[src/rtl/ex_stage_if.sv]
// EX stage boundary: ID bundle in, MEM handshake, forwarding tap to ID, EX->MEM register out.
interface ex_stage_if;
  logic [195:0] ID_to_EX_zip;
  logic         MEM_allowin;
  logic         EX_allowin;
  logic         front_valid;
  logic         front_busy;
  logic [4:0]   front_addr;
  logic [31:0]  front_data;
  logic [144:0] EX_to_MEM_reg;

  modport master (
    output ID_to_EX_zip, MEM_allowin,
    input  EX_allowin, front_valid, front_busy, front_addr, front_data, EX_to_MEM_reg
  );

  modport slave (
    input  ID_to_EX_zip, MEM_allowin,
    output EX_allowin, front_valid, front_busy, front_addr, front_data, EX_to_MEM_reg
  );
endinterface

[src/rtl/ex_stage.sv]
// LoongArch execute stage: one-cycle ALU and multiply, 32-iteration restoring divider
// that stalls the stage, EX->MEM pipeline register and forwarding tap back to ID.
module ex_stage (
  input  logic      clk,
  input  logic      rst,
  ex_stage_if.slave bus
);
  typedef struct packed {
    logic        valid;
    logic [31:0] pc;
    logic [31:0] ir;
    logic [11:0] alu_op;
    logic [3:0]  div_op;
    logic [2:0]  mul_op;
    logic [31:0] src1;
    logic [31:0] src2;
    logic [4:0]  ld_flags;
    logic [2:0]  st_flags;
    logic        mem_we;
    logic        res_from_mem;
    logic        gr_we;
    logic [31:0] rkd_value;
    logic [4:0]  rf_waddr;
  } id_bundle_t;

  typedef struct packed {
    logic        valid;
    logic [31:0] pc;
    logic [31:0] ir;
    logic [4:0]  ld_flags;
    logic [2:0]  st_flags;
    logic        mem_we;
    logic        res_from_mem;
    logic        gr_we;
    logic [31:0] rkd_value;
    logic [4:0]  rf_waddr;
    logic [31:0] ex_result;
  } mem_bundle_t;

  typedef enum logic [1:0] {IDLE = 2'd0, BUSY = 2'd1, DONE = 2'd2} div_state_t;

  id_bundle_t id;
  assign id = bus.ID_to_EX_zip;

  // ALU: alu_op[0]=add ... alu_op[11]=lui; an all-zero op falls back to add
  logic [4:0]  sa;
  logic [31:0] add_res, sub_res, slt_res, sltu_res, and_res, nor_res, or_res, xor_res;
  logic [31:0] sll_res, srl_res, sra_res, lui_res, alu_res;

  assign sa       = id.src2[4:0];
  assign add_res  = id.src1 + id.src2;
  assign sub_res  = id.src1 - id.src2;
  assign slt_res  = {31'd0, $signed(id.src1) < $signed(id.src2)};
  assign sltu_res = {31'd0, id.src1 < id.src2};
  assign and_res  = id.src1 & id.src2;
  assign nor_res  = ~(id.src1 | id.src2);
  assign or_res   = id.src1 | id.src2;
  assign xor_res  = id.src1 ^ id.src2;
  assign sll_res  = id.src1 << sa;
  assign srl_res  = id.src1 >> sa;
  assign sra_res  = $signed(id.src1) >>> sa;
  assign lui_res  = id.src2;

  always_comb begin
    alu_res = add_res;
    if (id.alu_op != '0)
      alu_res = ({32{id.alu_op[0]}}  & add_res)  | ({32{id.alu_op[1]}}  & sub_res)  |
                ({32{id.alu_op[2]}}  & slt_res)  | ({32{id.alu_op[3]}}  & sltu_res) |
                ({32{id.alu_op[4]}}  & and_res)  | ({32{id.alu_op[5]}}  & nor_res)  |
                ({32{id.alu_op[6]}}  & or_res)   | ({32{id.alu_op[7]}}  & xor_res)  |
                ({32{id.alu_op[8]}}  & sll_res)  | ({32{id.alu_op[9]}}  & srl_res)  |
                ({32{id.alu_op[10]}} & sra_res)  | ({32{id.alu_op[11]}} & lui_res);
  end

  // Multiply: mul_op = {mul_w, mulh_w, mulh_wu}; low 64 bits of the extended product
  logic        mul_signed;
  logic [63:0] mul_a, mul_b, prod;
  logic [31:0] mul_res;

  assign mul_signed = id.mul_op[2] | id.mul_op[1];
  assign mul_a      = {{32{mul_signed & id.src1[31]}}, id.src1};
  assign mul_b      = {{32{mul_signed & id.src2[31]}}, id.src2};
  assign prod       = mul_a * mul_b;
  assign mul_res    = id.mul_op[2] ? prod[31:0] : prod[63:32];

  // Divide: div_op = {div_w, mod_w, div_wu, mod_wu}
  div_state_t  state, state_nxt;
  logic [5:0]  cnt;
  logic        div_start;
  logic        div_signed;
  logic [31:0] abs1, abs2;
  logic [31:0] dvs, quo, rem;
  logic        q_neg, r_neg, div_zero, is_mod;
  logic [32:0] shifted, trial;
  logic [31:0] quo_fix, rem_fix, div_res;

  assign div_signed = id.div_op[3] | id.div_op[2];
  assign abs1       = (div_signed & id.src1[31]) ? -id.src1 : id.src1;
  assign abs2       = (div_signed & id.src2[31]) ? -id.src2 : id.src2;

  always_ff @(posedge clk) begin
    if (rst) state <= IDLE;
    else     state <= state_nxt;
  end

  always_comb begin
    state_nxt = state;
    div_start = 1'b0;
    case (state)
      IDLE: if (id.valid && id.div_op != '0) begin
        state_nxt = BUSY;
        div_start = 1'b1;
      end
      BUSY: if (cnt == 6'd31) state_nxt = DONE;
      DONE: if (bus.MEM_allowin) state_nxt = IDLE;
      default: state_nxt = IDLE;
    endcase
  end

  // Partial remainder shifts in one dividend bit per cycle; quo doubles as dividend/quotient
  assign shifted = {rem, quo[31]};
  assign trial   = shifted - {1'b0, dvs};

  always_ff @(posedge clk) begin
    if (rst) begin
      cnt      <= '0;
      dvs      <= '0;
      quo      <= '0;
      rem      <= '0;
      q_neg    <= 1'b0;
      r_neg    <= 1'b0;
      div_zero <= 1'b0;
      is_mod   <= 1'b0;
    end else if (div_start) begin
      cnt      <= '0;
      dvs      <= abs2;
      quo      <= abs1;
      rem      <= '0;
      q_neg    <= div_signed & (id.src1[31] ^ id.src2[31]);
      r_neg    <= div_signed & id.src1[31];
      div_zero <= (id.src2 == '0);
      is_mod   <= id.div_op[2] | id.div_op[0];
    end else if (state == BUSY) begin
      cnt <= cnt + 6'd1;
      if (!trial[32]) begin
        rem <= trial[31:0];
        quo <= {quo[30:0], 1'b1};
      end else begin
        rem <= shifted[31:0];
        quo <= {quo[30:0], 1'b0};
      end
    end
  end

  // Zero divisor leaves remainder = |src1| which the sign fix turns back into src1
  assign quo_fix = div_zero ? 32'hFFFF_FFFF : (q_neg ? -quo : quo);
  assign rem_fix = r_neg ? -rem : rem;
  assign div_res = is_mod ? rem_fix : quo_fix;

  logic [31:0] ex_result;
  logic        ready_go;

  assign ex_result = (id.div_op != '0) ? div_res :
                     (id.mul_op != '0) ? mul_res : alu_res;
  assign ready_go  = id.valid & ((id.div_op == '0) | (state == DONE));

  assign bus.EX_allowin  = ~id.valid | (ready_go & bus.MEM_allowin);
  assign bus.front_valid = id.valid & id.gr_we & ~id.res_from_mem & ready_go;
  assign bus.front_busy  = id.valid & id.gr_we & (id.res_from_mem | ~ready_go);
  assign bus.front_addr  = id.rf_waddr;
  assign bus.front_data  = ex_result;

  mem_bundle_t mem_nxt, mem_q;

  always_comb begin
    mem_nxt              = '0;
    mem_nxt.valid        = id.valid;
    mem_nxt.pc           = id.pc;
    mem_nxt.ir           = id.ir;
    mem_nxt.ld_flags     = id.ld_flags;
    mem_nxt.st_flags     = id.st_flags;
    mem_nxt.mem_we       = id.mem_we;
    mem_nxt.res_from_mem = id.res_from_mem;
    mem_nxt.gr_we        = id.gr_we;
    mem_nxt.rkd_value    = id.rkd_value;
    mem_nxt.rf_waddr     = id.rf_waddr;
    mem_nxt.ex_result    = ex_result;
  end

  // MEM accepting while we are not ready means it gets a bubble
  always_ff @(posedge clk) begin
    if (rst)                  mem_q <= '0;
    else if (bus.MEM_allowin) mem_q <= ready_go ? mem_nxt : '0;
  end

  assign bus.EX_to_MEM_reg = mem_q;
endmodule

[src/flat_wrapper.sv]
// flat-port wrapper written by rule: the top's interface ports become plain ports
module ex_stage_flat 
  (clk, rst, bus_ID_to_EX_zip, bus_MEM_allowin, bus_EX_allowin, bus_front_valid, bus_front_busy, bus_front_addr, bus_front_data, bus_EX_to_MEM_reg);
  ex_stage_if bus_i ();
  input  logic clk;
  input  logic rst;
  input wire logic [$bits(bus_i.ID_to_EX_zip)-1:0] bus_ID_to_EX_zip;
  input wire logic [$bits(bus_i.MEM_allowin)-1:0] bus_MEM_allowin;
  output wire logic [$bits(bus_i.EX_allowin)-1:0] bus_EX_allowin;
  output wire logic [$bits(bus_i.front_valid)-1:0] bus_front_valid;
  output wire logic [$bits(bus_i.front_busy)-1:0] bus_front_busy;
  output wire logic [$bits(bus_i.front_addr)-1:0] bus_front_addr;
  output wire logic [$bits(bus_i.front_data)-1:0] bus_front_data;
  output wire logic [$bits(bus_i.EX_to_MEM_reg)-1:0] bus_EX_to_MEM_reg;
  assign bus_i.ID_to_EX_zip = bus_ID_to_EX_zip;
  assign bus_i.MEM_allowin = bus_MEM_allowin;
  assign bus_EX_allowin = bus_i.EX_allowin;
  assign bus_front_valid = bus_i.front_valid;
  assign bus_front_busy = bus_i.front_busy;
  assign bus_front_addr = bus_i.front_addr;
  assign bus_front_data = bus_i.front_data;
  assign bus_EX_to_MEM_reg = bus_i.EX_to_MEM_reg;
  ex_stage u_core (.clk(clk), .rst(rst), .bus(bus_i));
endmodule
[config.mk]
export PLATFORM = sky130hd
export DESIGN_NAME = ex_stage_flat
export DESIGN_NICKNAME = d
export VERILOG_FILES = /design/src/rtl/ex_stage_if.sv /design/src/rtl/ex_stage.sv /design/src/flat_wrapper.sv
export SDC_FILE = /design/constraint.sdc
export NUM_CORES = 2
export LEC_CHECK = 0
export ABC_AREA = 1
export CELL_PAD_IN_SITES_DETAIL_PLACEMENT = 2
export CELL_PAD_IN_SITES_GLOBAL_PLACEMENT = 2
export CORE_AREA = 2 2 503 355
export DETAILED_ROUTE_END_ITERATION = 8
export DIE_AREA = 0 0 505 357
export PLACE_DENSITY_LB_ADDON = 0.1
export SETUP_SLACK_MARGIN = 0.4
export SLEW_MARGIN = 20
export SYNTH_ARGS = -nofsm -noshare
export SYNTH_HDL_FRONTEND = slang
export SYNTH_SLANG_ARGS = --single-unit
[constraint.sdc]
create_clock -name clk -period 21.6 [get_ports clk]
set_input_delay 4.32 -clock clk [delete_from_list [all_inputs] [get_ports clk]]
set_output_delay 4.32 -clock clk [all_outputs]
set_load 0.01 [all_outputs]
# [Yosys cells after proc, flatten, opt, wreduce, memory -nomap -nowiden]
# Cells that the tools add are included.
[totals] reg_bits=253 out_inout_bits=185 wordCells=119
[classes] n_addsub=8 multipliers=1 magnitude_cmp=2 n_eq_ne=6 shifts=3 n_mux=21 bitwise_logic=48 reduce_logical=10
[op_table] operator="2-to-1 mux 32 bit" count=13
[op_table] operator="OR 32 bit" count=12
[op_table] operator="bitwise AND 32 bit" count=11
[op_table] operator="2-to-1 mux 145 bit" count=1
[op_table] operator="negator 32 bit" count=4
[op_table] operator="bitwise AND 32 x 1 -> 32 bit" count=2
[op_table] operator="less-than comparator 32 bit" count=2
[op_table] operator="multiplier 33 x 33 -> 64 bit" count=1
[op_table] operator="subtractor 33 x 32 -> 33 bit" count=1
[op_table] operator="adder 32 bit" count=1
[op_table] operator="logical NOT 32 bit" count=1
[op_table] operator="NOT 32 bit" count=1
[op_table] operator="<< shifter 32 x 5 -> 32 bit" count=1
[op_table] operator="right shift 32 x 5 -> 32 bit" count=1
[op_table] operator=">>> shifter 32 x 5 -> 32 bit" count=1
[op_table] operator="subtractor 32 bit" count=1
[op_table] operator="XOR 32 bit" count=1
[op_table] operator="nonzero test 12 bit" count=1
[op_table] operator="bitwise AND 1 bit" count=11
[op_table] operator="adder 6 x 1 -> 6 bit (second input constant)" count=1
[op_table] operator="equality test 6 x 5 -> 1 bit (second input constant)" count=1
[op_table] operator="2-to-1 mux 2 bit" count=3
[op_table] operator="OR 1 bit" count=6
[op_table] operator="case mux 2 bit (3 select lines)" count=1
[op_table] operator="15 further kinds" count=20

# [Depth between registers and ports, before layout]
[logic_depth] ltp_word=17 depth_mapped=39

# [Least setup slack after synthesis]
# OpenSTA, ideal clock, no wires.
[synth_timing] path_type="input to output" from="in bus_ID_to_EX_zip[111]" to="out bus_front_data[30]" arrival_time_ns=11.718 slack_ns=5.562 path_stages=33 path_cell_list="buf_2 > buf_1 > buf_1 > nand2_1 > nor2_1 > fa_1 > inv_1 > fa_1 > inv_1 > fa_1 > fa_1 > inv_1 > fa_1 > inv_1 > fa_1 > inv_1 > fa_1 > fa_1 > inv_1 > ha_1 > nand2_1 > nor2_1 > inv_1 > nor2_1 > inv_1 > nor4_1 > nand2_1 > nand3_1 > nand3_1 > nand2_1 > nand2_1 > nand2_1 > and2_1"
[synth_between] elab_chain_cells=9
[synth_rtl] element="start: declaration" line="flat_wrapper.sv:7" rtl="input wire logic [$bits(bus_i.ID_to_EX_zip)-1:0] bus_ID_to_EX_zip;"
[synth_rtl] element="parallel branches: the longest is 7 deep, another holds multiplier 33 x 33 -> 64 bit"
[synth_rtl] element="2-to-1 mux 32 bit (*)" line="ex_stage.sv:164" rtl="(id.mul_op != '0) ? mul_res : alu_res;"
[synth_rtl] element="2-to-1 mux 32 bit (*)" line="ex_stage.sv:163" rtl="assign ex_result = (id.div_op != '0) ? div_res :"
[synth_rtl] element="end: declaration" line="flat_wrapper.sv:13" rtl="output wire logic [$bits(bus_i.front_data)-1:0] bus_front_data;"
# Mark *: on every way between the ends.

# [Final worst setup path]
[layout_timing] from="in bus_ID_to_EX_zip[114]" to="out bus_front_data[8]"
[layout_between] elab_chain_cells=6
[layout_rtl] element="OR 1 bit" line="ex_stage.sv:80" rtl="assign mul_signed = id.mul_op[2] | id.mul_op[1];"
[layout_rtl] element="bitwise AND 1 bit, on equally long branches" line="ex_stage.sv:81, ex_stage.sv:82"
[layout_rtl] element="multiplier 33 x 33 -> 64 bit" line="ex_stage.sv:83" rtl="assign prod = mul_a * mul_b;"
[layout_rtl] element="2-to-1 mux 32 bit" line="ex_stage.sv:84" rtl="assign mul_res = id.mul_op[2] ? prod[31:0] : prod[63:32];"
[layout_rtl] element="2-to-1 mux 32 bit (*)" line="ex_stage.sv:164"
[layout_rtl] element="2-to-1 mux 32 bit (*)" line="ex_stage.sv:163"
# Every way passes the cells marked *; elsewhere a longest branch is shown, timed or not.

==> impl_metrics.csv <==
group,metric,value,unit
critical_path,cp.required,17.28,ns
floorplan,row_count,129,
place,place_congestion,1.08,
critical_path,end_kind,"output pin",
critical_path,worst_path_max_delay_cell,"nor2_4",
synthesis,synth_top_family_by_area,"adder cells",
floorplan,io_pins,384,
clock_tree,postCtsSetupBuffers,0,
critical_path,max_stage_delay,0.89,ns
critical_path,arrival,15.77,ns
cells_and_area,final_cell_area,0.0730,mm^2
floorplan,start_util,37.7,%
critical_path,cp_max_fo,31,
sta,period_share,93.0,%
sta,worst_pin_slew,1.30,ns
critical_path,cpLargestDelayFamily,"adder cells",
sta,setup_slack,1.51,ns
cells_and_area,final_cell_mix,"nand2_1, inv_1, fa_1",
synthesis,synthDistinctLibCells,63,
clock_tree,clock_tree.buffer_depth,3,
floorplan,dieHeight,357,um
clock_tree,clock_latency,0.65,ns
synthesis,synth-xor-area-share,1.40,%
place,port_buffers,383,
cells_and_area,drive_gt1_share,3.33,%
grt,grtUsageTotal,44.2,%
place,dpl_cell_area,0.0719,mm^2
synthesis,async_reset_ff_share,0,%
synthesis,seq_area_frac_synth,7.65,%
place,pre_cts_ws,1.85,ns
route,drt-initial-drc-count,8180,
synthesis,synthSimpleGateAreaFrac,27.6,%
clock_tree,cts_resized,0,
sta,rsz0062_at_grt,"false",
sta,setup_violations,0,
floorplan,dieArea,0.180,mm^2
critical_path,r2r_setup_slack,17.52,ns
grt,antenna_found_initial,32,
place,hpwl,339,mm
synthesis,synth_nets,11500,
route,wl_per_cell,32.9,um
cells_and_area,final_nets,11600,
synthesis,syn_area,0.0662,mm^2
critical_path,crit_type,"in2out",
synthesis,syn_avg_cell_area,6.73,um^2
synthesis,synth_edf_count,0,
grt,grt_pass1_vias,77300,
grt,grt_pass1_wl,573,mm
worst_hold_path,worstHoldPathType,"reg2reg",
synthesis,ys_seq_elements,253,
clock_tree,path_clk_slew,0.06,ns
synthesis,synth_compound_area_share,7.60,%
cells_and_area,layout_commonest_cell,"nand2_1",
route,routed_wl,405,mm
cells_and_area,area_growth_syn_to_layout,10.1,%
route,remaining_drc_errors,0,
sta,max_freq,49.8,MHz
clock_tree,cts_made_buffers,29,
clock_tree,cts_tree,"built",
clock_tree,hold_buffers,0,
status,status,"finished clean",
sta,finalMaxSlewViolations,0,
sta,whs,0.465,ns
sta,post-route-min-period,20.09,ns
sta,finalClockSkew,0.0238,ns
sta,hold_viol,0,
synthesis,synthAdderAreaFrac,40.6,%
run,cap_violations,0,
route,vias,71500,
route,vias_per_cell,5.81,
grt,grt_max_degree,88,
route,antenna_left,0,
synthesis,synth_warnings,0,
synthesis,synth_flop_cell,"dfxtp_1",
clock_tree,clock-root-buffer,"clkbuf_16",
sta,setup_tns,0,ns
floorplan,die_w,505,um
floorplan,core_area,0.176,mm^2
synthesis,netlist_instances,9842,
clock_tree,cts.sinks,253,
route,dr.pass1.iters,6,
clock_tree,htreeDepth,1,
critical_path,crit_buf_inv,9,
critical_path,start_kind,"input pin",
critical_path,crit_top_cell,"fa_1",
sta,slew_headroom,12.3,%
synthesis,synth.mux.area_fraction,0,%
grt,gr-total-overflow,0,
cells_and_area,largest_register_ffs,145,
==> through the flow <==
step,cells,utilization [%]
after detailed placement,12200,40.9
after global placement,12200,40.9
after global routing,12300,41.5
after floorplan,9842,-
after CTS,12300,41.5
final,12300,41.5
==> cell type report <==
type	instances	area, um^2
well taps	2358	2950
flip-flops and latches	253	5060
multi-input cells	6977	51200
fillers	21200	103000
diodes	7	17.5
inverters	2122	7970
repair buffers	535	4690
clock buffers	37	806
clock inverters	16	236
==> cell families after synthesis <==
group	after synthesis
flip-flops	253
adder cells (fa/ha/maj)	1474
AND/OR/NAND/NOR	4472
XOR/XNOR	106
AO/OA/AOI/OAI	925
buffers and inverters	2612
==> synth_stat cells (22+ instances only) <==
cell,count,area (um^2)
nand2_1,3031,11400
inv_1,2107,7910
fa_1,1128,22600
nand3_1,662,3310
nor2_1,528,1980
a21oi_1,499,2500
ha_1,346,4330
clkbuf_1,292,1100
o21ai_0,259,1300
dfxtp_1,253,5060
buf_1,96,360
nand4_1,81,507
xor2_1,79,692
buf_2,78,390
nor3_1,61,305
o211ai_1,29,218
o21bai_1,27,203
xnor2_1,27,236
o22ai_1,22,138
==> tightest hold or removal path: stages, from the launching register on <==
cell and delay (ns):
dfxtp_1 0.31, nand2_1 0.06, a21oi_1 0.05
==> metal layers <==
layer	GRT usage, %	part of all wire, %	vias to the layer above
li1	-	-	29500
met1	60.3	42	37100
met2	63.6	41	3997
met3	14.8	12	794
met4	19.0	5.1	28
met5	0	0.095	-
==> path summary, 6_finish.rpt <==
check	startpoint	to	cells after the start
worst max-delay path	bus_ID_to_EX_zip[114]	bus_front_data[8]	31
worst min-delay path	u_core.bus.EX_to_MEM_reg[72]	u_core.bus.EX_to_MEM_reg[72]	2
worst max register to register	u_core.rem[22]	u_core.rem[19]	13
worst min register to register	u_core.bus.EX_to_MEM_reg[72]	u_core.bus.EX_to_MEM_reg[72]	2
Power is left out: the tool's default activity adds up to more than one toggle a clock period on the data nets, which glitch-free logic cannot reach.
